## config.mk

```make
export PLATFORM = sky130hd
export DESIGN_NAME = reset_sequencer
export DESIGN_NICKNAME = d
export VERILOG_FILES = /design/src/rtl/reset_sequencer.sv
export SDC_FILE = /design/constraint.sdc
export NUM_CORES = 1
export LEC_CHECK = 0
export ABC_AREA = 0
export BUFFER_PORTS_ARGS = -buffer_cell sky130_fd_sc_hd__buf_4
export CAP_MARGIN = 25
export CORE_UTILIZATION = 50
export CTS_BUF_LIST = sky130_fd_sc_hd__clkbuf_8 sky130_fd_sc_hd__clkbuf_16
export DETAILED_ROUTE_END_ITERATION = 7
export GPL_TIMING_DRIVEN = 0
export PLACE_DENSITY = 0.66
export SLEW_MARGIN = 20
export SYNTH_ARGS = -nofsm -noshare
export SYNTH_HDL_FRONTEND = slang
export SYNTH_SLANG_ARGS = --single-unit
```

## constraint.sdc

```tcl
create_clock -name clk -period 1.8 [get_ports clk]
set_input_delay 0.54 -clock clk [delete_from_list [all_inputs] [get_ports clk]]
set_output_delay 0.54 -clock clk [all_outputs]
set_load 0.02 [all_outputs]
```

## src/rtl/reset_sequencer.sv

```systemverilog
// -----------------------------------------------------------------------------
// reset_sequencer
//
// Releases CHANNELS active-low reset outputs one after another once the chip
// reset has been released. The deassertion of n_rst is synchronised through a
// two-flop chain, while its assertion acts asynchronously. After the internal
// release, the block waits HOLD_CYCLES clocks before freeing channel 0. It then
// frees each following channel STEP_CYCLES clocks after the previous one.
// A free-running divider produces a one-cycle clk_en strobe every DIV clocks.
//
// Ports
//   clk           sole clock, all logic on the rising edge
//   n_rst         asynchronous active-low reset
//   soft_rst_req  synchronous request to restart the release sequence
//   n_rst_out     per-channel active-low resets, bit 0 released first
//   seq_done      high once every channel is released
//   busy          inverse of seq_done
//   clk_en        one-cycle strobe every DIV clocks after release
// -----------------------------------------------------------------------------
module reset_sequencer #(
  parameter int CHANNELS    = 4,
  parameter int HOLD_CYCLES = 5,
  parameter int STEP_CYCLES = 2,
  parameter int DIV         = 5
) (
  input  logic                clk,
  input  logic                n_rst,
  input  logic                soft_rst_req,
  output logic [CHANNELS-1:0] n_rst_out,
  output logic                seq_done,
  output logic                busy,
  output logic                clk_en
);

  localparam int MAX_CYC = (HOLD_CYCLES > STEP_CYCLES) ? HOLD_CYCLES : STEP_CYCLES;
  localparam int CNT_W   = $clog2(MAX_CYC + 1);
  localparam int DIV_W   = (DIV > 1) ? $clog2(DIV) : 1;

  localparam logic [CNT_W-1:0] HOLD_LAST = CNT_W'(HOLD_CYCLES - 1);
  localparam logic [CNT_W-1:0] STEP_LAST = CNT_W'(STEP_CYCLES - 1);
  localparam logic [DIV_W-1:0] DIV_LAST  = DIV_W'(DIV - 1);

  typedef enum logic [1:0] {HOLD, STEP, DONE} state_t;

  logic                rst_sync_p0;
  logic                rst_sync_p1;
  logic                released;
  state_t              state;
  state_t              state_nxt;
  logic [CNT_W-1:0]    cnt;
  logic [CNT_W-1:0]    cnt_nxt;
  logic [CHANNELS-1:0] out_nxt;
  logic                done_nxt;
  logic [DIV_W-1:0]    div_cnt;

  // Stage p0/p1: reset deassertion synchroniser
  always_ff @(posedge clk or negedge n_rst) begin
    if (!n_rst) begin
      rst_sync_p0 <= 1'b0;
      rst_sync_p1 <= 1'b0;
    end else begin
      rst_sync_p0 <= 1'b1;
      rst_sync_p1 <= rst_sync_p0;
    end
  end

  assign released = rst_sync_p1;

  // Sequencer state register
  always_ff @(posedge clk or negedge n_rst) begin
    if (!n_rst) begin
      state     <= HOLD;
      cnt       <= '0;
      n_rst_out <= '0;
      seq_done  <= 1'b0;
    end else begin
      state     <= state_nxt;
      cnt       <= cnt_nxt;
      n_rst_out <= out_nxt;
      seq_done  <= done_nxt;
    end
  end

  always_comb begin
    state_nxt = state;
    cnt_nxt   = cnt;
    out_nxt   = n_rst_out;
    done_nxt  = seq_done;
    if (released) begin
      if (soft_rst_req) begin
        // A held request keeps the counter parked at zero; counting restarts
        // on the first edge that samples the request low.
        state_nxt = HOLD;
        cnt_nxt   = '0;
        out_nxt   = '0;
        done_nxt  = 1'b0;
      end else begin
        unique case (state)
          HOLD: begin
            if (cnt == HOLD_LAST) begin
              out_nxt    = '0;
              out_nxt[0] = 1'b1;
              cnt_nxt    = '0;
              if (CHANNELS == 1) begin
                state_nxt = DONE;
                done_nxt  = 1'b1;
              end else begin
                state_nxt = STEP;
              end
            end else begin
              cnt_nxt = cnt + CNT_W'(1);
            end
          end
          STEP: begin
            if (cnt == STEP_LAST) begin
              // Shifting a one in from the bottom keeps the release order
              // monotonic by construction.
              out_nxt = (n_rst_out << 1) | CHANNELS'(1);
              cnt_nxt = '0;
              if (out_nxt[CHANNELS-1]) begin
                state_nxt = DONE;
                done_nxt  = 1'b1;
              end
            end else begin
              cnt_nxt = cnt + CNT_W'(1);
            end
          end
          DONE:    state_nxt = DONE;
          default: state_nxt = HOLD;
        endcase
      end
    end
  end

  // Free-running strobe divider, independent of soft restarts
  always_ff @(posedge clk or negedge n_rst) begin
    if (!n_rst) begin
      div_cnt <= '0;
    end else if (released) begin
      if (div_cnt == DIV_LAST) begin
        div_cnt <= '0;
      end else begin
        div_cnt <= div_cnt + DIV_W'(1);
      end
    end
  end

  assign clk_en = released && (div_cnt == DIV_LAST);
  assign busy   = ~seq_done;

endmodule

```

Yosys cells after proc, flatten, opt, wreduce, memory -nomap -nowiden:

Cells that the tools add are included.
Widths: inputs -> output; s select.

* bits in registers: 15
* word-level logic and storage cells: 46
* output and inout port bits: 7

* bitwise gates (word level): 1
* equal/unequal tests: 8
* multiplexer cells: 18
* $add $sub $neg: 2
* reductions and logical operators: 10

Operators with widths (number)
* $mux 3: 4
* $mux 4: 3
* $reduce_and 4->1: 3
* $ne 3x3->1 const B: 3
* $mux 2: 4
* $pmux 4 s2: 1
* $add 3x1->3 const B: 2
* $eq 3x3->1 const B: 2
* $pmux 2 s3: 1
* $pmux 3 s2: 1
* $reduce_bool 2->1: 3
* $mux 1: 4
* $eq 3x1->1 const B: 1
* $reduce_bool 3->1: 1
* $eq 2x1->1 const B: 1
* $eq 2x2->1 const B: 1
* $logic_not 2->1: 1
* $reduce_and 2->1: 1
* $logic_and 1x1->1: 1
* $not 1->1: 1

Depth between registers and ports, before layout:

* word-level depth: 4
* mapped depth: 7

Worst setup path before layout:

No wires, ideal clock.

* path kind: register to register
* start: reg state[0]
* end: reg state[1]
* cell stages (with the launch flop): 7
* arrival time: 1.528 ns
* required time: 1.724 ns
* path buffers: 0
* library setup time: 0.076 ns
* setup slack: 0.196 ns
* period minus slack after synthesis: 1.604 ns
* path through: dfrtp_1 inv_1 ha_1 a21boi_1 a21bo_1 or4b_1 o21ai_1

* word-level cells in the longest chain between the ends: 3
* elaborated cells between the ends (all ways): 9
* those cells by class: eq/ne (5); mux (2); reduce/logical (2)

RTL lines
* start: declaration: line 48 `state_t state;`
* start signal: assignment: line 77 `state <= state_nxt;`
* $eq 2x1->1, or another cell as far along: line 98 `unique case (state)`
* $ne 3x3->1 (no source line) or $pmux 2 s3 (tied branches)
* $reduce_and 4->1 (no source line) or $mux 2 (tied branches)

Parallel ways exist; a longest one is shown, timed or not.
A chain may end at the register's enable or synchronous reset.

Worst setup path after layout:

* start: reg div_cnt[0]
* end: out clk_en

* word-level cells in the longest chain between the ends: 2

RTL lines
* start: declaration: line 54 `logic [DIV_W-1:0] div_cnt;`
* start signal: assignment: line 143 `div_cnt <= div_cnt + DIV_W'(1);`
* $eq 3x3->1: line 148 `assign clk_en = released && (div_cnt == DIV_LAST);`
* $logic_and 1x1->1: line 148
* end: declaration: line 32 `output logic clk_en`

Every way passes these cells.

==> results list <==
* Run status: finished clean
- Final hold viol count: 0
- Area contributors post-synth: sky130_fd_sc_hd__dfrtp_1 46%, sky130_fd_sc_hd__ha_1 12%, sky130_fd_sc_hd__inv_1 4.6%
- Final Slew Violations: 0
* Horizontal extent of the die: 42.55 µm
* Remaining DRCs: 0
- Global routing consumed, on the met1 layer, about 23% of the routing resources.
* Total of hold buffers inserted after clock tree synthesis: 0
- Standard-cell row count: 14
* Most common library cell in the layout ignoring fill and taps: sky130_fd_sc_hd__dfrtp_1
* Total routing resource utilization after global routing: 18.52%
* Total overflow reported by the global router: 0
- Switching Power: between 0.4 and 0.5 mW
* Final setup violating endpoints: 0
- In this run the number of H-tree levels came out at 1.
* Fraction of layout instances using a drive strength above 1: ~22%
- Dividing the detail-routed wire length by the instance count gives ~12 µm.
* Number of maximum-capacitance constraint violations: 0
- Post-synthesis cell type count: 30
- Commonest cells after routing, fill and taps aside: 15 x sky130_fd_sc_hd__dfrtp_1, 10 x sky130_fd_sc_hd__inv_1, 10 x sky130_fd_sc_hd__buf_4, 8 x sky130_fd_sc_hd__nand2_1
- Switching fraction of total power: 37.96%
- Global routing consumed, on the met2 layer, between 20% and 30% of the routing resources.
- Entering global routing, the biggest net connects 16 pins.
- Routability congestion estimate from global placement: 0.7670
- The clock reaches the later pin of the worst-skew pair after 0.25 ns.
- The first global-routing pass estimated 2428 µm of wire.
- 0 antenna diodes ended up in the layout.
- In this run the power density over the cells is 1358 mW/mm².
- Clk pin slew, worst setup/hold paths: about 0.060 ns
- Crit path max-delay cell type: sky130_fd_sc_hd__dfrtp_1
* Post-synthesis cell count: 82
- The worst setup path is of the reg -> out kind.
- Of all cell types, the one taking the most synthesized area is sky130_fd_sc_hd__dfrtp_1.
- At the worst endpoint, the arrival time is 1.18 ns.
- Total via count after detailed routing: 611
- The die is 42.55 µm tall.
- Tcrit/Tclk final: 95.54%
- After synthesis, the largest area contributor takes up 45.66% of total cell area.
* CTS sink count: 15
- #FFs+latches synth: 15
* Initial DRC Count: 0
* Crit path max-delay family: flip-flops
- Together, buffers and inverters on the worst path number 2.
- Die Outline Area: 0.001810 mm²
- Post-Place Cell Area: ~900 µm²
- In this run the critical register-to-register path is launched from state[0].
* Total of warnings raised by yosys: 0
* Std-Cell Core Area: roughly 0.0015 mm²
* Critical Path Sink Type: output pin
- Highest Clock Rate: 581.5 MHz
- The worst setup path is launched from a flop.
* Worst reg2reg setup slack: 0.13 ns
* Capture point of the worst reg-to-reg path: state[1]
- Number of antenna violations at the first check in global routing: 0
- Subtracting the final worst setup slack from the clock period gives 1.720 ns.
- The mapped netlist covers 822.0 µm².
- The number of nets handed over by synthesis was 93.
- Sequential cells burn 37.3% of the power.
- Once layout is done, the placed cells without fillers occupy ~960 µm².
- Number of cells in the design after placement: 106
* Total of buffers placed on input and output ports: 8
- Crit-path cells: inv_1 > ha_1 > and3_1 > buf_4
- Worst-case clock buffer depth: 2
- From synthesis to final layout, the design area changed by 17.35%.
* Initial Util: a little over half
- The number of global-route vias before repair came to 592.
- For this run, the detailed router's first-pass iteration total came to 1.
* Drt via density: between 5 and 6
- Per report_power, the clock group accounts for 21.1% of the total.
- Non-filler instance count after layout: ~110
- The worst hold path belongs to the class in -> async.
* Length in cells of the worst reg-to-reg path: 6
* Top Usage Layer GRT: met2
- The wire-length estimate of the detail-placed layout is ~1000 µm.
- Antenna violation net count after detailed routing: 0
- 10 I/O pins were placed.
- Clock tree from TritonCTS: built
* Comb power frac: around two fifths
- In this design, the stage delay of the slowest critical-path cell is 0.35 ns.
- Static leakage: approximately 0.47 nW
- Post-Route WL: 1365 µm
- Total internal power: 0.8129 mW
- Final setup skew: 0.004032 ns
- At the end of the flow, the number of nets in the layout was around 110.
- Sequential elements use 45.66% of the synthesized area.
* Root buffer cell: sky130_fd_sc_hd__clkbuf_8
- A synthesized cell averages 10.02 µm².
- STA puts the critical path data required time at 1.26 ns.
- For met3 alone, demand over resource in global routing was between 5 and 6%.
- IR analysis of the VDD net gives a maximum drop of approximately 0.94 mV.
* Cts bufs inserted: 3
- Along the worst path, the maximum fanout reaches 3.
- Number of inserted filler cells in the final layout: 134
==> metrics by stage <==
stage               util, %  setup slack (ns)  hold slack, ns     TNS, ns  power (mW)
floorplan                 -            0.1959          0.2444           0      0.8900
global placement      59.20           0.09478          0.3324           0       1.001
detailed placement    59.20           0.08518          0.3358           0       1.011
CTS                   62.32           0.04530          0.1293           0       1.295
global route          63.30        -0.0005531          0.1375  -0.0005531       1.427
finish                63.30           0.08029          0.1275           0       1.310
==> registers in the layout (all words and copies together) (netlist names) <==
name	flops
n_rst_out	4
cnt	3
div_cnt	3
state	2
released	1
rst_sync_p0	1
seq_done	1
==> kinds of logic after synthesis <==
group / Yosys count / share of synthesized area, %
buffers and inverters: 13 / 6.545
DFF: 15 / 45.66
other: 1 / 0.4562
AOI/OAI and AO/OA: 28 / 23.44
adders and majority gates: 8 / 12.18
and+or+nand+nor: 17 / 11.72
==> what timing repair did <==
action                                  CTS  global route
gates resized for setup                   1             3
endpoints found under the setup margin    1             7
pin swaps                                 0             1
buffers inserted                          0             1
==> cells in the mapped netlist (all sizes together) <==
cell and number:
a211oi 1, a21bo 1, a21boi 2, a21oi 7, a22o 3, a311o 1, a41oi 1, and2 1
and2b 1, and3 1, and3b 1, buf 2, clkbuf 1, conb 1, dfrtp 15, ha 8
inv 10, nand2 8, nand2b 1, nand3 1, nor4 1, nor4b 1, o21ai 7, o22ai 2
o31a 1, o31ai 2, or4b 1
==> worst max path at each step <==
| stage | start | endpoint | depth (start not counted) |
|---|---|---|---|
| floorplan | state[0] | state[1] | 6 |
| global placement | state[0] | state[1] | 6 |
| detailed placement | state[0] | state[1] | 6 |
| CTS | div_cnt[0] | clk_en | 4 |
| global route | state[1] | cnt[0] | 7 |
| finish | div_cnt[0] | clk_en | 4 |
==> metal layers <==
metal  vias up  part of all wire, %
met5         -                    0
met4         0                  2.3
met2        10                   41
li1        314                    -
met3         5                  3.9
met1       282                   53
==> layout make-up <==
cell class / instances / area [µm²] / area share (%)
Buffer: 3 / 17.52 / 1.816
Inverter: 10 / 37.54 / 3.891
Timing Repair Buffer: 9 / 67.56 / 7.004
Clock buffer: 3 / 41.29 / 4.280
Sequential cell: 15 / 375.4 / 38.91
Clock inverter: 1 / 5.005 / 0.5188
Multi-Input combinational cell: 54 / 400.4 / 41.50
Tap cell: 16 / 20.02 / 2.075
==> power by group through the flow <==
stage / clock, mW / sequential (mW) / combinational [mW]
detailed placement: 0 / 0.496 / 0.515
floorplan: 0 / 0.495 / 0.395
CTS: 0.286 / 0.490 / 0.519
global route: 0.295 / 0.505 / 0.626
global placement: 0 / 0.494 / 0.506
finish: 0.276 / 0.489 / 0.545
No activity file was read; power rests on OpenSTA's default activity.
